## config.mk

```make
export PLATFORM = sky130hd
export DESIGN_NAME = dsp_sub_arbiter
export DESIGN_NICKNAME = d
export VERILOG_FILES = /design/src/rtl/dsp_sub_arbiter.sv
export SDC_FILE = /design/constraint.sdc
export NUM_CORES = 1
export LEC_CHECK = 0
export BUFFER_PORTS_ARGS = -buffer_cell sky130_fd_sc_hd__buf_2
export CORE_AREA = 8 8 176 178
export CTS_CLUSTER_DIAMETER = 50
export DETAILED_ROUTE_END_ITERATION = 10
export DIE_AREA = 0 0 184 186
export GPL_TIMING_DRIVEN = 0
export SLEW_MARGIN = 20
export SYNTH_ARGS = -nofsm -noshare
export SYNTH_HDL_FRONTEND = slang
export SYNTH_SLANG_ARGS = --single-unit
```

## constraint.sdc

```tcl
create_clock -name clock -period 7.6 [get_ports clock]
set_clock_uncertainty 0.05 [all_clocks]
set_input_delay 0.38 -clock clock [delete_from_list [all_inputs] [get_ports clock]]
set_output_delay 0.38 -clock clock [all_outputs]
set_load 0.02 [all_outputs]
```

## src/rtl/dsp_sub_arbiter.sv

```systemverilog
// Round-robin arbiter feeding a shared two-lane subtract unit: up to two requesters
// are granted per cycle, and each requester's lane result is held in its own response slot.
module dsp_sub_arbiter_slot #(
  parameter int width = 24
) (
  input  logic             clock,
  input  logic             reset,
  input  logic             grant,
  input  logic             resp_ready,
  input  logic [width-1:0] y_in,
  output logic             resp_valid,
  output logic [width-1:0] resp_y
);
  // A new grant wins over a same-cycle accept, so the slot refills without a bubble.
  always_ff @(posedge clock) begin
    if (!reset) begin
      resp_valid <= 1'b0;
      resp_y     <= '0;
    end else if (grant) begin
      resp_valid <= 1'b1;
      resp_y     <= y_in;
    end else if (resp_ready) begin
      resp_valid <= 1'b0;
    end
  end
endmodule

module dsp_sub_arbiter #(
  parameter int width = 24,
  parameter int nreq  = 4
) (
  input  logic                  clock,
  input  logic                  reset,
  input  logic [nreq-1:0]       req_valid,
  output logic [nreq-1:0]       req_ready,
  input  logic [nreq*width-1:0] req_a,
  input  logic [nreq*width-1:0] req_b,
  output logic [width-1:0]      dsp_a0,
  output logic [width-1:0]      dsp_b0,
  output logic [width-1:0]      dsp_a1,
  output logic [width-1:0]      dsp_b1,
  input  logic [width-1:0]      dsp_y0,
  input  logic [width-1:0]      dsp_y1,
  output logic [nreq-1:0]       resp_valid,
  input  logic [nreq-1:0]       resp_ready,
  output logic [nreq*width-1:0] resp_y,
  output logic [15:0]           issue_count
);
  typedef struct packed {
    logic [width-1:0] a;
    logic [width-1:0] b;
  } lane_op_t;

  logic [nreq-1:0][width-1:0] a_arr, b_arr, y_arr;
  logic [nreq-1:0]            eligible, gnt0, gnt1;
  logic [1:0]                 rr, idx0, idx1, cand, last;
  logic                       hit0, hit1;
  logic [1:0]                 ngrant;
  logic [16:0]                cnt_sum;
  lane_op_t                   op0, op1;

  assign a_arr    = req_a;
  assign b_arr    = req_b;
  assign resp_y   = y_arr;
  assign eligible = req_valid & (~resp_valid | resp_ready) & {nreq{reset}};

  // Walk the requesters in rotation from rr; first hit takes lane 0, second lane 1.
  always_comb begin
    hit0 = 1'b0;
    hit1 = 1'b0;
    idx0 = '0;
    idx1 = '0;
    cand = '0;
    for (int k = 0; k < nreq; k++) begin
      cand = rr + 2'(k);
      if (eligible[cand]) begin
        if (!hit0) begin
          hit0 = 1'b1;
          idx0 = cand;
        end else if (!hit1) begin
          hit1 = 1'b1;
          idx1 = cand;
        end
      end
    end
  end

  always_comb begin
    gnt0 = '0;
    gnt1 = '0;
    op0  = '0;
    op1  = '0;
    if (hit0) begin
      gnt0[idx0] = 1'b1;
      op0.a      = a_arr[idx0];
      op0.b      = b_arr[idx0];
    end
    if (hit1) begin
      gnt1[idx1] = 1'b1;
      op1.a      = a_arr[idx1];
      op1.b      = b_arr[idx1];
    end
  end

  assign req_ready = gnt0 | gnt1;
  assign dsp_a0    = op0.a;
  assign dsp_b0    = op0.b;
  assign dsp_a1    = op1.a;
  assign dsp_b1    = op1.b;

  assign last    = hit1 ? idx1 : idx0;
  assign ngrant  = {1'b0, hit0} + {1'b0, hit1};
  assign cnt_sum = {1'b0, issue_count} + 17'(ngrant);

  always_ff @(posedge clock) begin
    if (!reset) begin
      rr          <= '0;
      issue_count <= '0;
    end else begin
      if (hit0) rr <= last + 2'd1;
      issue_count <= cnt_sum[16] ? 16'hFFFF : cnt_sum[15:0];
    end
  end

  for (genvar i = 0; i < nreq; i++) begin : g_slot
    dsp_sub_arbiter_slot #(.width(width)) u_slot (
      .clock      (clock),
      .reset      (reset),
      .grant      (req_ready[i]),
      .resp_ready (resp_ready[i]),
      .y_in       (gnt1[i] ? dsp_y1 : dsp_y0),
      .resp_valid (resp_valid[i]),
      .resp_y     (y_arr[i])
    );
  end
endmodule

```

==> impl_metrics.sql, run 1 <==
INSERT INTO impl_metrics (metric_group, metric, value, unit) VALUES
('timing', 'worst_pin_slew', '1.056', 'ns'),
('synthesis', 'synth.top_cells.by_count', 'nand2_1 (140), mux2i_1 (123), dfxtp_1 (118)', ''),
('power', 'power-per-cell-area', '390.8', 'mW/mm2'),
('synthesis', 'synth_nets', '1240', ''),
('place', 'gp_congestion', '1.082', ''),
('place', 'post_dp_cell_area', '0.01148', 'mm2'),
('place', 'placedCellCount', '1835', ''),
('place', 'numPortBuffers', '465', ''),
('grt', 'grt_overflow_total', '0', ''),
('timing', 'fin_setup_tns', '0', 'ns'),
('grt', 'antenna_found_initial', '8', ''),
('clock_tree', 'clockBufferDepth', '2', ''),
('route', 'postRouteAntennaNets', '0', ''),
('die', 'die_height', '186', 'um'),
('synthesis', 'syn_avg_cell_area', '8.789', 'um2'),
('die', 'floorplan.die_area', '0.03422', 'mm2'),
('timing', 'maxSlewViolCount', '0', ''),
('synthesis', 'synth_sequential_area_ratio', '27.26', '%'),
('synthesis', 'flip_flop_cell_with_the_highest_count_after_synthesis', 'dfxtp_1', ''),
('synthesis', 'synthAdderAreaFrac', '0.7797', '%'),
('run_status', 'run_status', 'finished clean', ''),
('clock_tree', 'clk_pin_slew_worst_paths', '0.06', 'ns'),
('synthesis', 'synth_compound_area_share', '20.26', '%'),
('synthesis', 'synth_cell_type_count', '54', ''),
('clock_tree', 'cts_made_buffers', '17', ''),
('die', 'initial_utilization', '30.69', '%'),
('die', 'core_area', '0.02824', 'mm2'),
('place', 'sum_of_net_half_perimeters_after_detailed_placement', '35790', 'um'),
('timing', 'worst_setup_slack_after_layout', '2.854', 'ns'),
('critical_path', 'timing.critical_path.fanout_max', '10', ''),
('synthesis', 'netlist_area', '0.008666', 'mm2'),
('critical_path', 'timing.critical_path.required', '7.17', 'ns'),
('grt', 'grt_pass1_wl', '64560', 'um'),
('grt', 'gr-usage-all-layers', '24.64', '%'),
('route', 'drt_pass1_iterations', '5', ''),
('synthesis', 'synth_most_common_cell', 'nand2_1', ''),
('power', 'vdd_ir_drop_max', '0.2144', 'mV'),
('synthesis', 'synth.top_cell.area_share', '27.26', '%'),
('clock_tree', 'cts-resized-gates', '0', ''),
('synthesis', 'synth-xor-area-share', '1.415', '%'),
('die', 'die-width', '184', 'um'),
('final_layout', 'layout.nets', '1724', ''),
('final_layout', 'layout.core_utilization', '42.83', '%'),
('timing', 'relSlewSlack', '29.03', '%'),
('synthesis', 'combinational_family_with_the_most_area_after_synthesis', 'multiplexers', ''),
('timing', 'worst_hold_slack', '0.1624', 'ns'),
('synthesis', 'synth.mux.area_fraction', '26.94', '%'),
('clock_tree', 'clock_latency_at_the_later_pin_of_the_worst_skew_pair', '0.42', 'ns'),
('synthesis', 'yosysTopAreaCell', 'dfxtp_1', ''),
('clock_tree', 'tritoncts', 'built', ''),
('synthesis', 'post_synth_inst_count', '986', ''),
('synthesis', 'count_of_flip_flops_with_a_built_in_enable_after_synthesis', '0', ''),
('power', 'leakage', '5.284', 'nW'),
('route', 'detailedRoute.firstIterationViolations', '696', ''),
('synthesis', 'ys_seq_elements', '118', ''),
('die', 'ios', '466', ''),
('clock_tree', 'cts-hold-fix-buffers', '0', ''),
('timing', 'min_period_over_period', '62.44', '%'),
('clock_tree', 'numClockSinks', '118', ''),
('timing', 'achievable-frequency', '210.7', 'MHz'),
('timing', 'timing.final.crit_period', '4.746', 'ns'),
('synthesis', 'async_reset_ff_share', '0', '%'),
('synthesis', 'synthSimpleGateAreaFrac', '17.69', '%'),
('synthesis', 'synth_top_cells_by_area', 'dfxtp_1 (27%), mux2i_1 (14%), mux4_2 (13%), a211oi_1 (8.6%), nand2_1 (6.1%)', ''),
('power', 'finalPower', '4.726', 'mW'),
('final_layout', 'finish.instance_area', '0.01209', 'mm2'),
('grt', 'grt_max_degree', '17', ''),
('timing', 'setup-violations-final', '0', ''),
('critical_path', 'arrival_worst_endpoint', '4.32', 'ns'),
('place', 'dp_worst_setup_slack', '3.097', 'ns'),
('timing', 'final_hold_vio_count', '0', '');
[layout by cell type (no fill, tap or decap), drive strengths merged, types with 8 or more instances in the layout]
cell type	instances
nor2b	53
and2	54
o21ai	103
a31oi	25
a21oi	22
buf	512
inv	11
nand3	8
clkinv	9
nor2	16
mux4	49
a211oi	99
nand2	141
clkbuf	65
mux2i	123
dfxtp	118
[final cells by class]
class	count	area [um2]
Fill cell	2940	16140
Multi-Input combinational cell	765	5819
Sequential cell	118	2362
Timing Repair Buffer	465	2327
Tap cell	384	480.5
Buffer	95	460.4
Clock buffer	17	425.4
Clock inverter	15	170.2
Inverter	8	30.03
Antenna cell	7	17.52
[sequential cells by signal, summed over array words and instances, names as in the netlist]
signal and count:
g_slot.u_slot.resp_y 96, issue_count 16, g_slot.u_slot.resp_valid 4, rr 2
[final timing paths]
kind,startpoint,cells after the start,endpoint
setup / recovery,rr[1],16,req_ready[2]
hold / removal,dsp_y1[17],3,g_slot[1].u_slot.resp_y[17]
setup reg to reg,g_slot[3].u_slot.resp_valid,12,issue_count[3]
hold reg to reg,g_slot[2].u_slot.resp_y[6],2,g_slot[2].u_slot.resp_y[6]
[cell families (layout without fill, tap and decap cells)]
family          after synthesis  count (layout)
compound gates              273             273
xor+xnor                     14              14
fa+ha+maj                     5               5
buf+inv                     103             600
flops                       118             118
mux                         172             172
other cells                   0               7
simple gates                301             301
[layer usage]
metal / vias to the layer above / global-route usage [%] / wire [um]
met4: 2 / 7.841 / 1202
met1: 4908 / 28.75 / 17390
met3: 68 / 6.695 / 3853
met2: 514 / 43.28 / 22310
li1: 4608 / - / -
met5: - / 0 / 10
[critical path, cell delays in order, from the launching register on]
cell,delay (ns)
dfxtp_1,0.30
buf_2,0.20
inv_1,0.16
a21oi_1,0.21
o21a_1,0.17
a21oi_1,0.06
ha_1,0.24
nand2_1,0.07
o21ai_0,0.08
a221o_1,0.38
a221oi_4,0.62
buf_2,0.45
nand2_1,0.21
clkbuf_1,0.32
nand2_1,0.16
buf_4,0.11
buf_2,0.15
[where the power goes]
| part | switching, mW | internal [mW] |
|---|---|---|
| Clock | 0.333 | 0.491 |
| Combinational | 1.88 | 1.09 |
| Sequential | 0.111 | 0.813 |
| Total | 2.33 | 2.40 |
No activity file was read; power rests on OpenSTA's default activity.
==> run 2, diff against run 1 <==
==> constraint.sdc (replaced) <==
create_clock -name clock -period 4.2 [get_ports clock]
set_clock_uncertainty 0.05 [all_clocks]
set_input_delay 0.21 -clock clock [delete_from_list [all_inputs] [get_ports clock]]
set_output_delay 0.21 -clock clock [all_outputs]
set_load 0.02 [all_outputs]
==> impl_metrics.sql, run 2 (synthesized netlist as in run 1, its figures left out) <==
INSERT INTO impl_metrics (metric_group, metric, value, unit) VALUES
('timing', 'worst_pin_slew', '0.7993', 'ns'),
('place', 'post_dp_cell_area', '0.01148', 'mm2'),
('timing', 'final_hold_vio_count', '0', ''),
('power', 'clock_power_share', '17.2', '%'),
('power', 'p_sw_share', '49.01', '%'),
('die', 'ios', '466', ''),
('route', 'finalWirelength', '44940', 'um'),
('route', 'drt_pass1_iterations', '5', ''),
('place', 'gp_congestion', '1.082', ''),
('clock_tree', 'cts-root-buf', 'clkbuf_16', ''),
('final_layout', 'top_regs', 'g_slot.u_slot.resp_y x96, issue_count x16, g_slot.u_slot.resp_valid x4', ''),
('final_layout', 'finish.instance_area', '0.01233', 'mm2'),
('critical_path', 'timing.critical_path.fanout_max', '10', ''),
('critical_path', 'r2r.worst_path.cells', '12', ''),
('timing', 'worst_setup_slack_after_layout', '0.1742', 'ns'),
('clock_tree', 'tritoncts', 'built', ''),
('critical_path', 'reg_to_reg_critical_path_startpoint', 'g_slot[1].u_slot.resp_valid', ''),
('route', 'average_wire_length_per_cell_after_detail_routing', '23.80', 'um'),
('final_layout', 'top_register_by_number_of_flip_flops', 'g_slot.u_slot.resp_y', ''),
('die', 'initial_utilization', '30.69', '%'),
('grt', 'vias_in_the_first_global_route', '10273', ''),
('final_layout', 'fraction_of_final_layout_cells_sized_beyond_drive_strength_1', '41.39', '%'),
('die', 'rows', '62', ''),
('route', 'drc_errors', '0', ''),
('power', 'power.internal', '4.412', 'mW'),
('final_layout', 'area_delta_synth_final', '42.29', '%'),
('clock_tree', 'clock_latency_at_the_later_pin_of_the_worst_skew_pair', '0.42', 'ns'),
('grt', 'antenna_found_initial', '6', ''),
('grt', 'gr-usage-all-layers', '24.72', '%'),
('clock_tree', 'numClockSinks', '118', ''),
('timing', 'worst_hold_slack', '0.004109', 'ns'),
('die', 'die-width', '184', 'um'),
('power', 'power-per-cell-area', '701.8', 'mW/mm2'),
('grt', 'grt_max_degree', '17', ''),
('place', 'numPortBuffers', '465', ''),
('power', 'vdd_ir_drop_max', '0.3913', 'mV'),
('timing', 'min_period_over_period', '95.85', '%'),
('flow_run', 'cap_viol_max_count', '0', ''),
('power', 'p_sw', '4.241', 'mW'),
('die', 'core_area', '0.02824', 'mm2'),
('final_layout', 'layout.core_utilization', '43.67', '%'),
('worst_hold_path', 'hold_path_depth', '3', ''),
('clock_tree', 'cts_made_buffers', '17', ''),
('critical_path', 'timing.critical_path.required', '3.94', 'ns'),
('place', 'dp_worst_setup_slack', '0.03691', 'ns'),
('clock_tree', 'clk_pin_slew_worst_paths', '0.06', 'ns'),
('place', 'sum_of_net_half_perimeters_after_detailed_placement', '35790', 'um'),
('critical_path', 'arrival_worst_endpoint', '3.77', 'ns'),
('power', 'leakage', '5.391', 'nW'),
('die', 'floorplan.die_area', '0.03422', 'mm2'),
('timing', 'relSlewSlack', '46.71', '%'),
('route', 'postRouteAntennaNets', '0', ''),
('timing', 'maxSlewViolCount', '0', ''),
('critical_path', 'crit_type', 'reg -> out', ''),
('route', 'detailedRoute.firstIterationViolations', '616', ''),
('power', 'power.share.combinational', '63.4', '%'),
('final_layout', 'layout.cells.most_common_list', 'buf_2 (479), nand2_1 (139), mux2i_1 (123), dfxtp_1 (118), a211oi_1 (96)', ''),
('critical_path', 'setup_crit_start', 'rr[1]', ''),
('critical_path', 'timing.rr.end', 'issue_count[3]', ''),
('route', 'viasPerCell', '5.354', ''),
('die', 'die_height', '186', 'um'),
('timing', 'rsz0062_at_grt', 'true', ''),
('critical_path', 'reg_to_reg_slack_setup', '0.33', 'ns'),
('timing', 'timing.final.crit_period', '4.026', 'ns'),
('clock_tree', 'clockBufferDepth', '2', ''),
('critical_path', 'cp-endpoint', 'dsp_a0[19]', ''),
('grt', 'grt_pass1_wl', '64870', 'um'),
('critical_path', 'nature_of_the_critical_path_endpoint', 'primary output', ''),
('route', 'via_count_of_the_routed_design', '10109', ''),
('run_status', 'run_status', 'finished clean', ''),
('timing', 'setup-violations-final', '0', ''),
('power', 'power.sequential.fraction', '19.3', '%'),
('critical_path', 'setup.worst_path.start_class', 'flip-flop', ''),
('final_layout', 'final.fill_count', '2912', ''),
('clock_tree', 'htreeDepth', '4', ''),
('final_layout', 'layout.nets', '1739', ''),
('final_layout', 'final_common_cell', 'buf_2', ''),
('worst_hold_path', 'min-delay-path-class', 'in -> reg', ''),
('timing', 'achievable-frequency', '248.4', 'MHz'),
('grt', 'grt_overflow_total', '0', ''),
('final_layout', 'largest_reg_flops', '96', '');
==> run 2: cell types whose count changed in the layout (fill, tap and decap cells not counted), sizes merged <==
cell	delta
clkinv	-1
diode	-1
clkinvlp	+1
buf	-7
dlygate4sd3	+15
clkbuf	+6
clkdlybuf4s15	+1
==> run 2: repair_timing <==
item	4_1_cts	5_1_grt
gates resized for setup	6	31
hold endpoints to repair	35	0
hold buffers	15	0
buffers inserted	1	0
setup endpoints to repair	72	85
gates cloned	0	0
pin swaps	1	0
==> run 2: stage by stage <==
stage,power [mW],TNS (ns),std cells
final,8.653,0,1888
after detailed placement,7.094,0,1835
after global routing,9.139,-0.04670,1888
after floorplan,5.173,0,986
after CTS,8.637,0,1883
after global placement,7.078,-2.986,1835
==> run 2: worst max-delay path: stages (launching register included) <==
cell and delay (ns):
dfxtp_1 0.29, buf_2 0.17, inv_1 0.21, a21oi_2 0.07, o21a_1 0.19, a21oi_1 0.17
ha_1 0.18, inv_1 0.04, a221oi_1 0.21, a211oi_1 0.09, o31a_1 0.38, clkbuf_4 0.24
buf_2 0.24, clkbuf_2 0.26, a211oi_1 0.35, buf_2 0.24
==> run 2: worst min path at each step <==
stage / endpoint / slack [ns] / startpoint
after floorplan: g_slot[0].u_slot.resp_y[13] / 0.27 / dsp_y1[13]
after global placement: g_slot[2].u_slot.resp_y[9] / 0.41 / g_slot[2].u_slot.resp_y[9]
after detailed placement: g_slot[1].u_slot.resp_y[2] / 0.41 / dsp_y1[2]
after CTS: g_slot[1].u_slot.resp_y[7] / 0.0007 / dsp_y1[7]
after global routing: g_slot[1].u_slot.resp_y[8] / 0.02 / dsp_y1[8]
final: g_slot[1].u_slot.resp_y[6] / 0.004 / dsp_y1[6]
==> run 2: final cells by class <==
type | instances | area [um2] | share of cell area (%)
diodes | 6 | 15.01 | 0.1218
plain buffers | 94 | 491.7 | 3.988
clock buffers | 17 | 425.4 | 3.450
clock inverters | 15 | 170.2 | 1.380
inverters | 8 | 33.78 | 0.2740
multi-input cells | 765 | 5863 | 47.55
flip-flops and latches | 118 | 2362 | 19.16
well taps | 384 | 480.5 | 3.896
repair buffers | 481 | 2489 | 20.18
==> run 2: layer usage <==
layer / up-vias / share of wire [%] / GRT usage, %
met5: - / 0 / 0
met4: 0 / 2.5 / 7.777
met3: 64 / 8.0 / 6.656
met2: 478 / 50 / 43.53
met1: 4930 / 39 / 28.82
li1: 4637 / - / -
==> run 2: power groups by stage <==
stage	logic (mW)	registers, mW	clock network (mW)
6_report	5.49	1.67	1.49
5_1_grt	5.87	1.71	1.56
4_1_cts	5.46	1.67	1.50
3_5_place_dp	5.42	1.68	0
3_3_place_gp	5.40	1.68	0
2_1_floorplan	3.12	2.06	0
==> run 3, diff against run 2 <==
--- a/config.mk
+++ b/config.mk
@@ -6,11 +6,14 @@
 export NUM_CORES = 1
 export LEC_CHECK = 0
 export BUFFER_PORTS_ARGS = -buffer_cell sky130_fd_sc_hd__buf_2
-export CORE_AREA = 8 8 176 178
+export CELL_PAD_IN_SITES_DETAIL_PLACEMENT = 1
+export CELL_PAD_IN_SITES_GLOBAL_PLACEMENT = 2
+export CORE_MARGIN = 8
+export CORE_UTILIZATION = 22
 export CTS_CLUSTER_DIAMETER = 50
 export DETAILED_ROUTE_END_ITERATION = 10
-export DIE_AREA = 0 0 184 186
 export GPL_TIMING_DRIVEN = 0
+export PLACE_DENSITY_LB_ADDON = 0.1
 export SLEW_MARGIN = 20
 export SYNTH_ARGS = -nofsm -noshare
 export SYNTH_HDL_FRONTEND = slang
==> impl_metrics.sql, run 3 (synthesized netlist as in run 1, its figures left out) <==
INSERT INTO impl_metrics (metric_group, metric, value, unit) VALUES
('timing', 'min_period_over_period', '95.87', '%'),
('timing', 'rsz0062_at_grt', 'true', ''),
('final_layout', 'layout.nets', '1755', ''),
('place', 'numPortBuffers', '465', ''),
('final_layout', 'multi_input_area', '0.005907', 'mm2'),
('die', 'initial_utilization', '22.37', '%'),
('final_layout', 'fraction_of_final_layout_cells_sized_beyond_drive_strength_1', '41.74', '%'),
('grt', 'vias_in_the_first_global_route', '10751', ''),
('clock_tree', 'htreeDepth', '4', ''),
('grt', 'gr-usage-all-layers', '20.95', '%'),
('final_layout', 'top_regs', 'g_slot.u_slot.resp_y x96, issue_count x16, g_slot.u_slot.resp_valid x4', ''),
('timing', 'timing.final.crit_period', '4.026', 'ns'),
('power', 'power.sequential.fraction', '18.7', '%'),
('final_layout', 'area_delta_synth_final', '46.77', '%'),
('clock_tree', 'numClockSinks', '118', ''),
('route', 'average_wire_length_per_cell_after_detail_routing', '24.66', 'um'),
('timing', 'setup-violations-final', '0', ''),
('final_layout', 'largest_reg_flops', '96', ''),
('route', 'viasPerCell', '4.857', ''),
('route', 'postRouteAntennaNets', '0', ''),
('route', 'drt_pass1_iterations', '5', ''),
('clock_tree', 'cts-root-buf', 'clkbuf_16', ''),
('die', 'die-width', '214.5', 'um'),
('power', 'p_sw_share', '48.40', '%'),
('grt', 'grt_pass1_wl', '73970', 'um'),
('timing', 'maxSlewViolCount', '0', ''),
('die', 'floorplan.die_area', '0.04600', 'mm2'),
('place', 'sum_of_net_half_perimeters_after_detailed_placement', '40320', 'um'),
('route', 'drc_errors', '0', ''),
('power', 'vdd_ir_drop_max', '0.2876', 'mV'),
('final_layout', 'final_common_cell', 'buf_2', ''),
('power', 'finalPower', '8.880', 'mW'),
('final_layout', 'final.fill_count', '4722', ''),
('power', 'power.internal', '4.582', 'mW'),
('timing', 'worst_hold_slack', '0.02510', 'ns'),
('final_layout', 'finalNonFillerCells', '2035', ''),
('final_layout', 'ff_latch_area', '0.002362', 'mm2'),
('clock_tree', 'clockBufferDepth', '2', ''),
('worst_hold_path', 'min-delay-path-class', 'in -> reg', ''),
('final_layout', 'layout.core_utilization', '32.83', '%'),
('route', 'finalWirelength', '50190', 'um'),
('die', 'ios', '466', ''),
('power', 'clock_power_share', '17.8', '%'),
('route', 'via_count_of_the_routed_design', '9885', ''),
('grt', 'antenna_found_initial', '4', ''),
('timing', 'worst_pin_slew', '0.8285', 'ns'),
('critical_path', 'timing.critical_path.fanout_max', '10', ''),
('final_layout', 'layout.cells.most_common_list', 'buf_2 (483), nand2_1 (138), mux2i_1 (123), dfxtp_1 (118), a211oi_1 (89)', ''),
('route', 'detailedRoute.firstIterationViolations', '462', ''),
('final_layout', 'top_register_by_number_of_flip_flops', 'g_slot.u_slot.resp_y', ''),
('critical_path', 'crit_type', 'reg -> out', ''),
('die', 'core_area', '0.03874', 'mm2'),
('clock_tree', 'clock_latency_at_the_later_pin_of_the_worst_skew_pair', '0.44', 'ns'),
('timing', 'achievable-frequency', '248.4', 'MHz'),
('power', 'p_sw', '4.298', 'mW'),
('critical_path', 'timing.critical_path.required', '3.94', 'ns'),
('die', 'rows', '72', ''),
('place', 'gp_congestion', '0.8871', ''),
('clock_tree', 'cts_made_buffers', '17', ''),
('power', 'power-per-cell-area', '698.2', 'mW/mm2'),
('grt', 'grt_max_degree', '18', ''),
('flow_run', 'cap_viol_max_count', '0', ''),
('timing', 'final_hold_vio_count', '0', ''),
('timing', 'relSlewSlack', '44.77', '%'),
('critical_path', 'setup.worst_path.start_class', 'flip-flop', ''),
('power', 'leakage', '5.485', 'nW'),
('grt', 'grt_overflow_total', '0', ''),
('run_status', 'run_status', 'finished clean', ''),
('clock_tree', 'clk_pin_slew_worst_paths', '0.06', 'ns'),
('critical_path', 'nature_of_the_critical_path_endpoint', 'primary output', ''),
('die', 'die_height', '214.5', 'um'),
('power', 'power.share.combinational', '63.5', '%'),
('clock_tree', 'tritoncts', 'built', ''),
('critical_path', 'arrival_worst_endpoint', '3.77', 'ns'),
('place', 'placedCellCount', '1969', '');
## run 3: metal layers
metal	GRT usage, %	routed length, um	vias up
met4	4.685	729	0
met2	37.53	25680	261
met3	6.178	2919	37
li1	-	-	4656
met5	0	0	-
met1	24.28	20870	4931
## run 3: area by class of cell
| type | instances | area share (%) |
|---|---|---|
| diodes | 3 | 0.05903 |
| plain buffers | 93 | 3.837 |
| clock buffers | 20 | 3.512 |
| clock inverters | 12 | 1.387 |
| inverters | 8 | 0.2459 |
| multi-input cells | 765 | 46.44 |
| flip-flops and latches | 118 | 18.57 |
| well taps | 518 | 5.096 |
| repair buffers | 498 | 20.85 |
## run 3: worst paths after layout
path	start	endpoint	slack [ns]	depth (start not counted)
max	rr[1]	dsp_a0[9]	0.17	15
min	dsp_y0[16]	g_slot[2].u_slot.resp_y[16]	0.03	3
max reg2reg	g_slot[1].u_slot.resp_valid	issue_count[6]	0.32	12
min reg2reg	g_slot[2].u_slot.resp_y[5]	g_slot[2].u_slot.resp_y[5]	0.42	2
## run 3: worst max-delay path, cell delays in order (launching register included)
cell	delay [ns]
dfxtp_1	0.30
buf_2	0.17
inv_2	0.14
a21oi_1	0.08
o21a_1	0.21
a21oi_1	0.17
ha_1	0.18
inv_1	0.04
a221oi_1	0.24
a211oi_1	0.09
o31a_1	0.39
clkbuf_4	0.24
buf_2	0.24
buf_2	0.25
a211oi_1	0.34
buf_2	0.24
## run 3: timing repair
item,CTS,global route
pin swaps,1,1
endpoints found under the setup margin,89,101
hold buffers,29,0
gates resized for setup,18,30
buffers inserted,3,1
endpoints found under the hold margin,76,0
## run 3: power by group through the flow
stage / Combinational (mW) / Clock, mW / Sequential [mW]
after global routing: 6.07 / 1.67 / 1.71
final: 5.64 / 1.58 / 1.66
after detailed placement: 5.55 / 0 / 1.68
after global placement: 5.52 / 0 / 1.68
after floorplan: 3.12 / 0 / 2.06
after CTS: 5.66 / 1.62 / 1.67
## run 3: per-stage QoR
stage               area [um2]  setup slack [ns]  setup TNS [ns]
floorplan                 8666            0.8664               0
global placement         11640           -0.4402          -4.611
detailed placement       11650           -0.1263         -0.7341
CTS                      12630          0.003253               0
global route             12720          -0.02048        -0.04750
finish                   12720            0.1735               0
